$ cat src/rtl/ps2_kbd_decoder.sv
// PS/2 keyboard receiver: synchronises and filters the PS/2 lines, deframes
// 11-bit frames with odd parity and folds set-2 prefixes (E0/F0/E1) into key events.
module ps2_kbd_decoder #(
  parameter int FILTER  = 4,
  parameter int TIMEOUT = 4096
) (
  input  logic       clk_sys,
  input  logic       reset_n,
  input  logic       ps2_kbd_clk,
  input  logic       ps2_kbd_data,
  output logic [7:0] rx_byte,
  output logic       rx_valid,
  output logic       rx_err,
  output logic       key_strobe,
  output logic [7:0] key_code,
  output logic       key_pressed,
  output logic       key_extended,
  output logic       pause_strobe
);

  localparam logic [3:0]  FILT_L = 4'(FILTER - 1);
  localparam logic [15:0] TO_L   = 16'(TIMEOUT);

  typedef enum logic [1:0] {IDLE, DATA, PARITY, STOP} state_t;

  logic       clk_p0, clk_p1, dat_p0, dat_p1;
  logic       filt_clk;
  logic [3:0] fcnt;
  logic       fall_p2, bit_p2;

  state_t      state;
  logic [2:0]  bcnt;
  logic [7:0]  shift;
  logic        par;
  logic [15:0] tcnt;
  logic        ext, brk;
  logic [2:0]  skip;

  // Odd parity over data+parity bit, and a stop bit of 1.
  function automatic logic frame_ok(input logic [7:0] d, input logic p, input logic s);
    return ((^d) ^ p) & s;
  endfunction

  // Stages p0/p1: two-flop synchronisers; p2: glitch filter and falling-edge detect.
  always_ff @(posedge clk_sys) begin
    if (!reset_n) begin
      clk_p0   <= 1'b1;
      clk_p1   <= 1'b1;
      dat_p0   <= 1'b1;
      dat_p1   <= 1'b1;
      filt_clk <= 1'b1;
      fcnt     <= '0;
      fall_p2  <= 1'b0;
      bit_p2   <= 1'b1;
    end else begin
      clk_p0  <= ps2_kbd_clk;
      clk_p1  <= clk_p0;
      dat_p0  <= ps2_kbd_data;
      dat_p1  <= dat_p0;
      fall_p2 <= 1'b0;
      if (clk_p1 != filt_clk) begin
        if (fcnt == FILT_L) begin
          filt_clk <= clk_p1;
          fcnt     <= '0;
          if (!clk_p1) begin
            fall_p2 <= 1'b1;
            bit_p2  <= dat_p1;
          end
        end else begin
          fcnt <= fcnt + 4'd1;
        end
      end else begin
        fcnt <= '0;
      end
    end
  end

  // Frame FSM, timeout and event decoder act on the filtered edge pulse.
  always_ff @(posedge clk_sys) begin
    if (!reset_n) begin
      state        <= IDLE;
      bcnt         <= '0;
      shift        <= '0;
      par          <= 1'b0;
      tcnt         <= '0;
      ext          <= 1'b0;
      brk          <= 1'b0;
      skip         <= '0;
      rx_byte      <= '0;
      rx_valid     <= 1'b0;
      rx_err       <= 1'b0;
      key_strobe   <= 1'b0;
      key_code     <= '0;
      key_pressed  <= 1'b0;
      key_extended <= 1'b0;
      pause_strobe <= 1'b0;
    end else begin
      rx_valid     <= 1'b0;
      rx_err       <= 1'b0;
      key_strobe   <= 1'b0;
      pause_strobe <= 1'b0;

      if (state == IDLE || fall_p2) tcnt <= '0;
      else                          tcnt <= tcnt + 16'd1;

      if (fall_p2) begin
        case (state)
          IDLE: begin
            if (!bit_p2) begin
              state <= DATA;
              bcnt  <= '0;
            end
          end
          DATA: begin
            shift <= {bit_p2, shift[7:1]};
            bcnt  <= bcnt + 3'd1;
            if (bcnt == 3'd7) state <= PARITY;
          end
          PARITY: begin
            par   <= bit_p2;
            state <= STOP;
          end
          STOP: begin
            state <= IDLE;
            if (frame_ok(shift, par, bit_p2)) begin
              rx_byte  <= shift;
              rx_valid <= 1'b1;
              if (skip != 3'd0) begin
                // Bytes of a Pause sequence are swallowed, never reported as keys.
                skip <= skip - 3'd1;
                if (skip == 3'd1) begin
                  pause_strobe <= 1'b1;
                  ext          <= 1'b0;
                  brk          <= 1'b0;
                end
              end else begin
                case (shift)
                  8'hE0: ext  <= 1'b1;
                  8'hF0: brk  <= 1'b1;
                  8'hE1: skip <= 3'd7;
                  default: begin
                    key_code     <= shift;
                    key_pressed  <= ~brk;
                    key_extended <= ext;
                    key_strobe   <= 1'b1;
                    ext          <= 1'b0;
                    brk          <= 1'b0;
                  end
                endcase
              end
            end else begin
              rx_err <= 1'b1;
              ext    <= 1'b0;
              brk    <= 1'b0;
              skip   <= '0;
            end
          end
          default: state <= IDLE;
        endcase
      end else if (state != IDLE && tcnt == TO_L) begin
        state <= IDLE;
      end
    end
  end

endmodule

$ cat config.mk
export PLATFORM = sky130hd
export DESIGN_NAME = ps2_kbd_decoder
export DESIGN_NICKNAME = d
export VERILOG_FILES = /design/src/rtl/ps2_kbd_decoder.sv
export SDC_FILE = /design/constraint.sdc
export NUM_CORES = 1
export LEC_CHECK = 0
export CORE_ASPECT_RATIO = 0.75
export CORE_MARGIN = 2
export CORE_UTILIZATION = 45
export CTS_CLUSTER_DIAMETER = 100
export CTS_CLUSTER_SIZE = 12
export DETAILED_ROUTE_END_ITERATION = 8
export PLACE_DENSITY = 0.67
export SKIP_LAST_GASP = 1
export SYNTH_ARGS = -nofsm -noshare
export SYNTH_HDL_FRONTEND = slang
export SYNTH_SLANG_ARGS = --single-unit
$ cat constraint.sdc
create_clock -name clk_sys -period 2.7 [get_ports clk_sys]
set_clock_uncertainty 0.05 [all_clocks]
set_input_delay 0.54 -clock clk_sys [delete_from_list [all_inputs] [get_ports clk_sys]]
set_output_delay 0.54 -clock clk_sys [all_outputs]
set_load 0.1 [all_outputs]
==> metrics.txt, run 1 <==
status complete, no violations; YS warnings 0; DRT Pass-1 Iters 4; mux share of post-synthesis cell area around 3.4%; hold depth 1; post-CTS resize count 0; Required @ worst endpoint 2.87 ns; setup slack, reg-to-reg 0.12 ns; Syn Nets 360; fin area 0.003553 sq mm; Leakage Power 0.001380 uW; fraction of the mapped netlist area in adder cells ~7.9%; period utilization 95.47%; Post-DRT Antenna Nets 0; Post-synth EDFFs 0; P&R area growth vs syn 17.99%; CTS tree done; critical path arrival 2.75 ns; Commonest cells post-synth 68 x dfxtp_1, 39 x nor2_1, 31 x nand2_1; Yosys top cell by area dfxtp_1; Slew Limit Fails 0; share of post-route cells with drive strength above 1 between 15 and 20%; number of diodes 0; critical path class reg -> reg; most frequent cell after synthesis dfxtp_1; R2R depth 8; asr flop ratio synth 0%; DP Worst Slack 0.07624 ns; share of the synthesized area in the top cell type 45.20%; Hold WS about 0.36 ns; Multi-input gate area 0.001518 sq mm; CP Launch Type flip-flop; Unique masters post-synth 43; sequential share of the synthesized area 45.20%; fillers ~610; average vias per placed instance 5.210; ys flop type dfxtp_1; wire per inst 13.32 um; Least-Margin Pin Slew 0.5325 ns; DP Wirelength 4.321 mm; number of buffers added on ports 25; DRC Markers 0; Worst Path Max Fanout 15; CP endpoint kind flip-flop; Peak supply drop 0.3852 mV; vias in the first global route 2,258; CTS buffer count 9; Vias 2,381; Syn Std Cell Area 0.003012 sq mm; Die W around 98 um; Core Rows 25; Tot GR Track Use between 15 and 20%; Synth Area in XOR/XNOR 6.440%; main combinational cell family by area after synthesis simple AND/OR/NAND/NOR gates; clk slew on worst S/H paths roughly 0.070 ns; IO Count 26; Die H 74.85 um; Iter 0 DRT Violations between 90 and 100; Synth Area in Compound Gates 11.51%; Syn Inst Count between 300 and 400; gpl congestion slightly above 0.8; Seq. cell area 0.001361 sq mm; initial antenna violation count 0; Hold Buf Count CTS 0; fmax 0.3880 GHz; first-pass GRT wire length 10.27 mm; Mapped Avg Cell Area between 8 and 9 sq um; Clock Sinks 68; post-route setup slack 0.1224 ns; Core ar. 0.006381 sq mm; area post-placement 0.003333 sq mm; FF+latch count, synth slightly below 70; Hold Vio Cnt, Final 0; PwrDens 543.7 mW/mm^2; Setup-failing EPs final 0; Max clock buf depth 2; clk_lat worst skew 0.34 ns; top post-synthesis cells by area dfxtp_1 45%, ha_1 7.9%, nor2_1 4.9%; setup bufs post-CTS 0; Slew HR 64.04%; largest net degree at the start of global routing 29; post-layout min period approximately 2.6 ns; fin nets 394; RSZ-0062 raised after global routing false; Synth Area in Simple Gates 21.19%; Die Area roughly 0.0074 sq mm; class of the most critical hold timing path reg -> reg; GRT overflow 0; CTS H-tree lvls 3; final wirelength between 6 and 7 mm; root buffer cell clkbuf_8; Max Cap Violations 0; Initial Utilization 47.20%; setup TNS 0 ns
==> kinds of logic after synthesis <==
group / Yosys count
AND/OR/NAND/NOR: 133
XOR/XNOR: 19
AO/OA/AOI/OAI: 55
buffers and inverters: 33
multiplexers: 10
flip-flops: 68
adder cells (fa/ha/maj): 19
==> power by group <==
group	leakage (uW)	switching, uW	internal [uW]	total (uW)
sequential	0.000549	1.01	1010	1010
clock	0.000102	380	520	900
combinational	0.000729	15.7	9.75	25.4
total	0.00138	397	1540	1930
==> cell type report <==
cell class / instances / share of cell area, %
multi-input combinational: 236 / 42.71
sequential: 68 / 38.31
timing repair buffer: 36 / 7.923
clock buffer: 10 / 3.592
tap: 81 / 2.852
clock inverter: 6 / 2.500
inverter: 20 / 2.113
==> critical path, stage by stage, from the launching register on <==
cell and delay [ns]:
dfxtp_1 0.34, inv_1 0.07, ha_1 0.35, xnor3_1 0.37, or4b_1 0.55, a211oi_4 0.27
buf_6 0.21, mux2i_1 0.21, nor2_1 0.05
==> path summary, 6_finish.rpt <==
kind,from,end
max,shift[4],key_code[2]
min,clk_p0,clk_p1
max reg2reg,shift[4],key_code[2]
min reg2reg,clk_p0,clk_p1
==> cells in the final DEF (no fill, tap or decap), types with 12 or more instances in the layout <==
master | synthesis | routed
dfxtp_1 | 68 | 68
nor2_1 | 39 | 39
buf_4 | 0 | 32
nand2_1 | 31 | 31
a21oi_1 | 26 | 26
nand3_1 | 23 | 23
inv_1 | 20 | 20
ha_1 | 19 | 19
o21ai_0 | 12 | 12
==> registers in the layout (all words and copies together), names as in the netlist, 2 cells and up <==
signal	count
state	2
bcnt	3
rx_byte	8
fcnt	4
shift	8
tcnt	16
key_code	8
skip	3
==> per-stage QoR <==
step           power (uW)  std cells  utilization, %
6_report             1932        457           55.69
5_1_grt              2008        457           55.69
4_1_cts              1966        457           55.63
3_5_place_dp         1055        441           52.24
3_3_place_gp         1055        441           52.24
2_1_floorplan        1043        337               -
==> routing by layer <==
metal	wire (um)	part of all wire, %	GRT usage (%)	vias up
met1	2858	47	20.85	1109
li1	-	-	-	1228
met4	89	1.5	7.002	0
met3	248	4.1	5.571	11
met5	0	0	0	-
met2	2888	47	31.37	33
Power figures use the tool's default switching activity.
==> run 2, diff against run 1 <==
--- a/config.mk
+++ b/config.mk
@@ -8,7 +8,7 @@
 export CORE_ASPECT_RATIO = 0.75
 export CORE_MARGIN = 2
 export CORE_UTILIZATION = 45
-export CTS_CLUSTER_DIAMETER = 100
+export CTS_CLUSTER_DIAMETER = 120
 export CTS_CLUSTER_SIZE = 12
 export DETAILED_ROUTE_END_ITERATION = 8
 export PLACE_DENSITY = 0.67
==> results of run 2 <==
Same layout as run 1: the final DEF is identical, and so are final timing and power.
==> run 3, diff against run 2 <==
--- a/config.mk
+++ b/config.mk
@@ -7,11 +7,11 @@
 export LEC_CHECK = 0
 export CORE_ASPECT_RATIO = 0.75
 export CORE_MARGIN = 2
-export CORE_UTILIZATION = 45
+export CORE_UTILIZATION = 51
 export CTS_CLUSTER_DIAMETER = 120
 export CTS_CLUSTER_SIZE = 12
 export DETAILED_ROUTE_END_ITERATION = 8
-export PLACE_DENSITY = 0.67
+export PLACE_DENSITY = 0.75
 export SKIP_LAST_GASP = 1
 export SYNTH_ARGS = -nofsm -noshare
 export SYNTH_HDL_FRONTEND = slang
==> run 3 against run 2 <==
Compared with the run above:
- sequential power hardly changed
- fmax is 1.9% higher
- largest cell class unchanged
- sequential share of layout area is 0.51 points higher
- routed wire length is 1.3% lower
- critical path depth stayed put
- via count is 1.3% lower
- non-clock buffer count is 3 lower
- power is 6.2% lower
==> metrics.txt, run 3 (same netlist as run 1, synthesis figures left out) <==
post-layout min period 2.530 ns; critical path class reg -> reg; R2R depth 8; status complete, no violations; Core ar. 0.005766 sq mm; DP Wirelength 4.346 mm; P&R area growth vs syn 16.45%; Multi-input gate area 0.001518 sq mm; area post-placement between 0.003 and 0.004 sq mm; IO Count 26; Die W 92.74 um; DRC Markers 0; initial antenna violation count 0; reg-to-reg endpoint key_code[4]; hold depth 1; first-pass GRT wire length about 11 mm; CP endpoint kind flip-flop; Clock Sinks 68; Peak supply drop 0.2670 mV; number of buffers added on ports 25; Slew Limit Fails 0; fmax 0.3952 GHz; fillers 510; setup bufs post-CTS 0; CTS buffer count 9; Die Area 0.006542 sq mm; Initial Utilization between 50 and 60%; critical path arrival 2.70 ns; final wirelength about 6 mm; CP Launch Type flip-flop; Vias 2,351; Core Rows 24; class of the most critical hold timing path reg -> reg; period utilization between 90% and 100%; CTS H-tree lvls 3; Max clock buf depth 2; GRT overflow 0; Hold Vio Cnt, Final 0; Leakage Power 0.001364 uW; Setup-failing EPs final 0; post-route setup slack 0.1699 ns; Die H 70.55 um; DP Worst Slack 0.1664 ns; clk_lat worst skew approximately 0.34 ns; PwrDens approximately 520 mW/mm^2; Least-Margin Pin Slew 0.5676 ns; wire per inst 13.34 um; gpl congestion 0.9002; Required @ worst endpoint 2.87 ns; post-CTS resize count 0; Iter 0 DRT Violations 200; setup slack, reg-to-reg approximately 0.17 ns; Post-DRT Antenna Nets 0; DRT Pass-1 Iters 4; Max Cap Violations 0; commonest non-fill, non-tap cells in the layout 68 x dfxtp_1, 39 x nor2_1, 31 x nand2_1; root buffer cell clkbuf_8; Seq. cell area 0.001361 sq mm; fin area around 0.0035 sq mm; Hold Buf Count CTS 0; hold_sp clk_p0; average vias per placed instance around 5.2; commonest non-fill, non-tap cell in the layout dfxtp_1; share of post-route cells with drive strength above 1 between 10% and 20%; Most flops, register tcnt; worst r2r src shift[4]; Slew HR just over 60%; Hold Path End clk_p1; vias in the first global route 2,302; Tot GR Track Use about 20%; CTS tree done; setup TNS 0 ns; largest net degree at the start of global routing 29; max reg flops 16; number of diodes 0; Worst Path Max Fanout 15; RSZ-0062 raised after global routing false; fin nets roughly 390; clk slew on worst S/H paths 0.07 ns
==> run 3: how the worst max path moves through the flow <==
stage | to | depth (start not counted) | startpoint | slack [ns]
2_1_floorplan | key_pressed | 9 | shift[4] | 0.04
3_3_place_gp | key_code[1] | 8 | shift[4] | 0.25
3_5_place_dp | key_code[4] | 8 | shift[4] | 0.17
4_1_cts | key_code[4] | 8 | shift[4] | 0.16
5_1_grt | key_code[0] | 8 | shift[4] | 0.04
6_report | key_code[4] | 8 | shift[4] | 0.17
==> run 3: metal layers <==
| layer | track usage (%) | share of wire, % | vias to the layer above |
|---|---|---|---|
| met5 | 0 | 0 | - |
| li1 | - | - | 1218 |
| met1 | 28.42 | 52 | 1079 |
| met4 | 6.373 | 1.2 | 0 |
| met2 | 30.58 | 42 | 46 |
| met3 | 6.603 | 4.9 | 8 |
==> run 3: cell type report <==
class / count / share of cell area [%]
multi-input cells: 236 / 43.28
flip-flops and latches: 68 / 38.82
repair buffers: 33 / 7.635
clock buffers: 14 / 5.209
well taps: 78 / 2.783
inverters: 20 / 2.141
clock inverters: 1 / 0.1427
==> run 3: report_power, final <==
part	internal [uW]	leakage [uW]	switching (uW)	total [uW]
Clock	428	0.0000986	354	782
Combinational	8.80	0.000717	15.3	24.1
Sequential	1010	0.000549	1.03	1010
Total	1440	0.00136	370	1810
==> run 3: worst max-delay path: stages, from the launching register on <==
cell	delay, ns
dfxtp_1	0.33
inv_1	0.07
ha_1	0.33
xnor3_1	0.36
or4b_1	0.55
a211oi_4	0.30
buf_12	0.18
mux2i_1	0.20
nor2_1	0.05
==> run 3: through the flow <==
| stage | hold WS [ns] | total power, uW | utilization (%) | instances |
|---|---|---|---|---|
| 4_1_cts | 0.3567 | 1834 | 60.83 | 450 |
| 6_report | 0.3544 | 1813 | 60.83 | 450 |
| 5_1_grt | 0.3958 | 1870 | 60.83 | 450 |
| 3_3_place_gp | 0.3415 | 1053 | 57.57 | 435 |
| 2_1_floorplan | 0.3363 | 1043 | - | 337 |
| 3_5_place_dp | 0.3418 | 1054 | 57.57 | 435 |
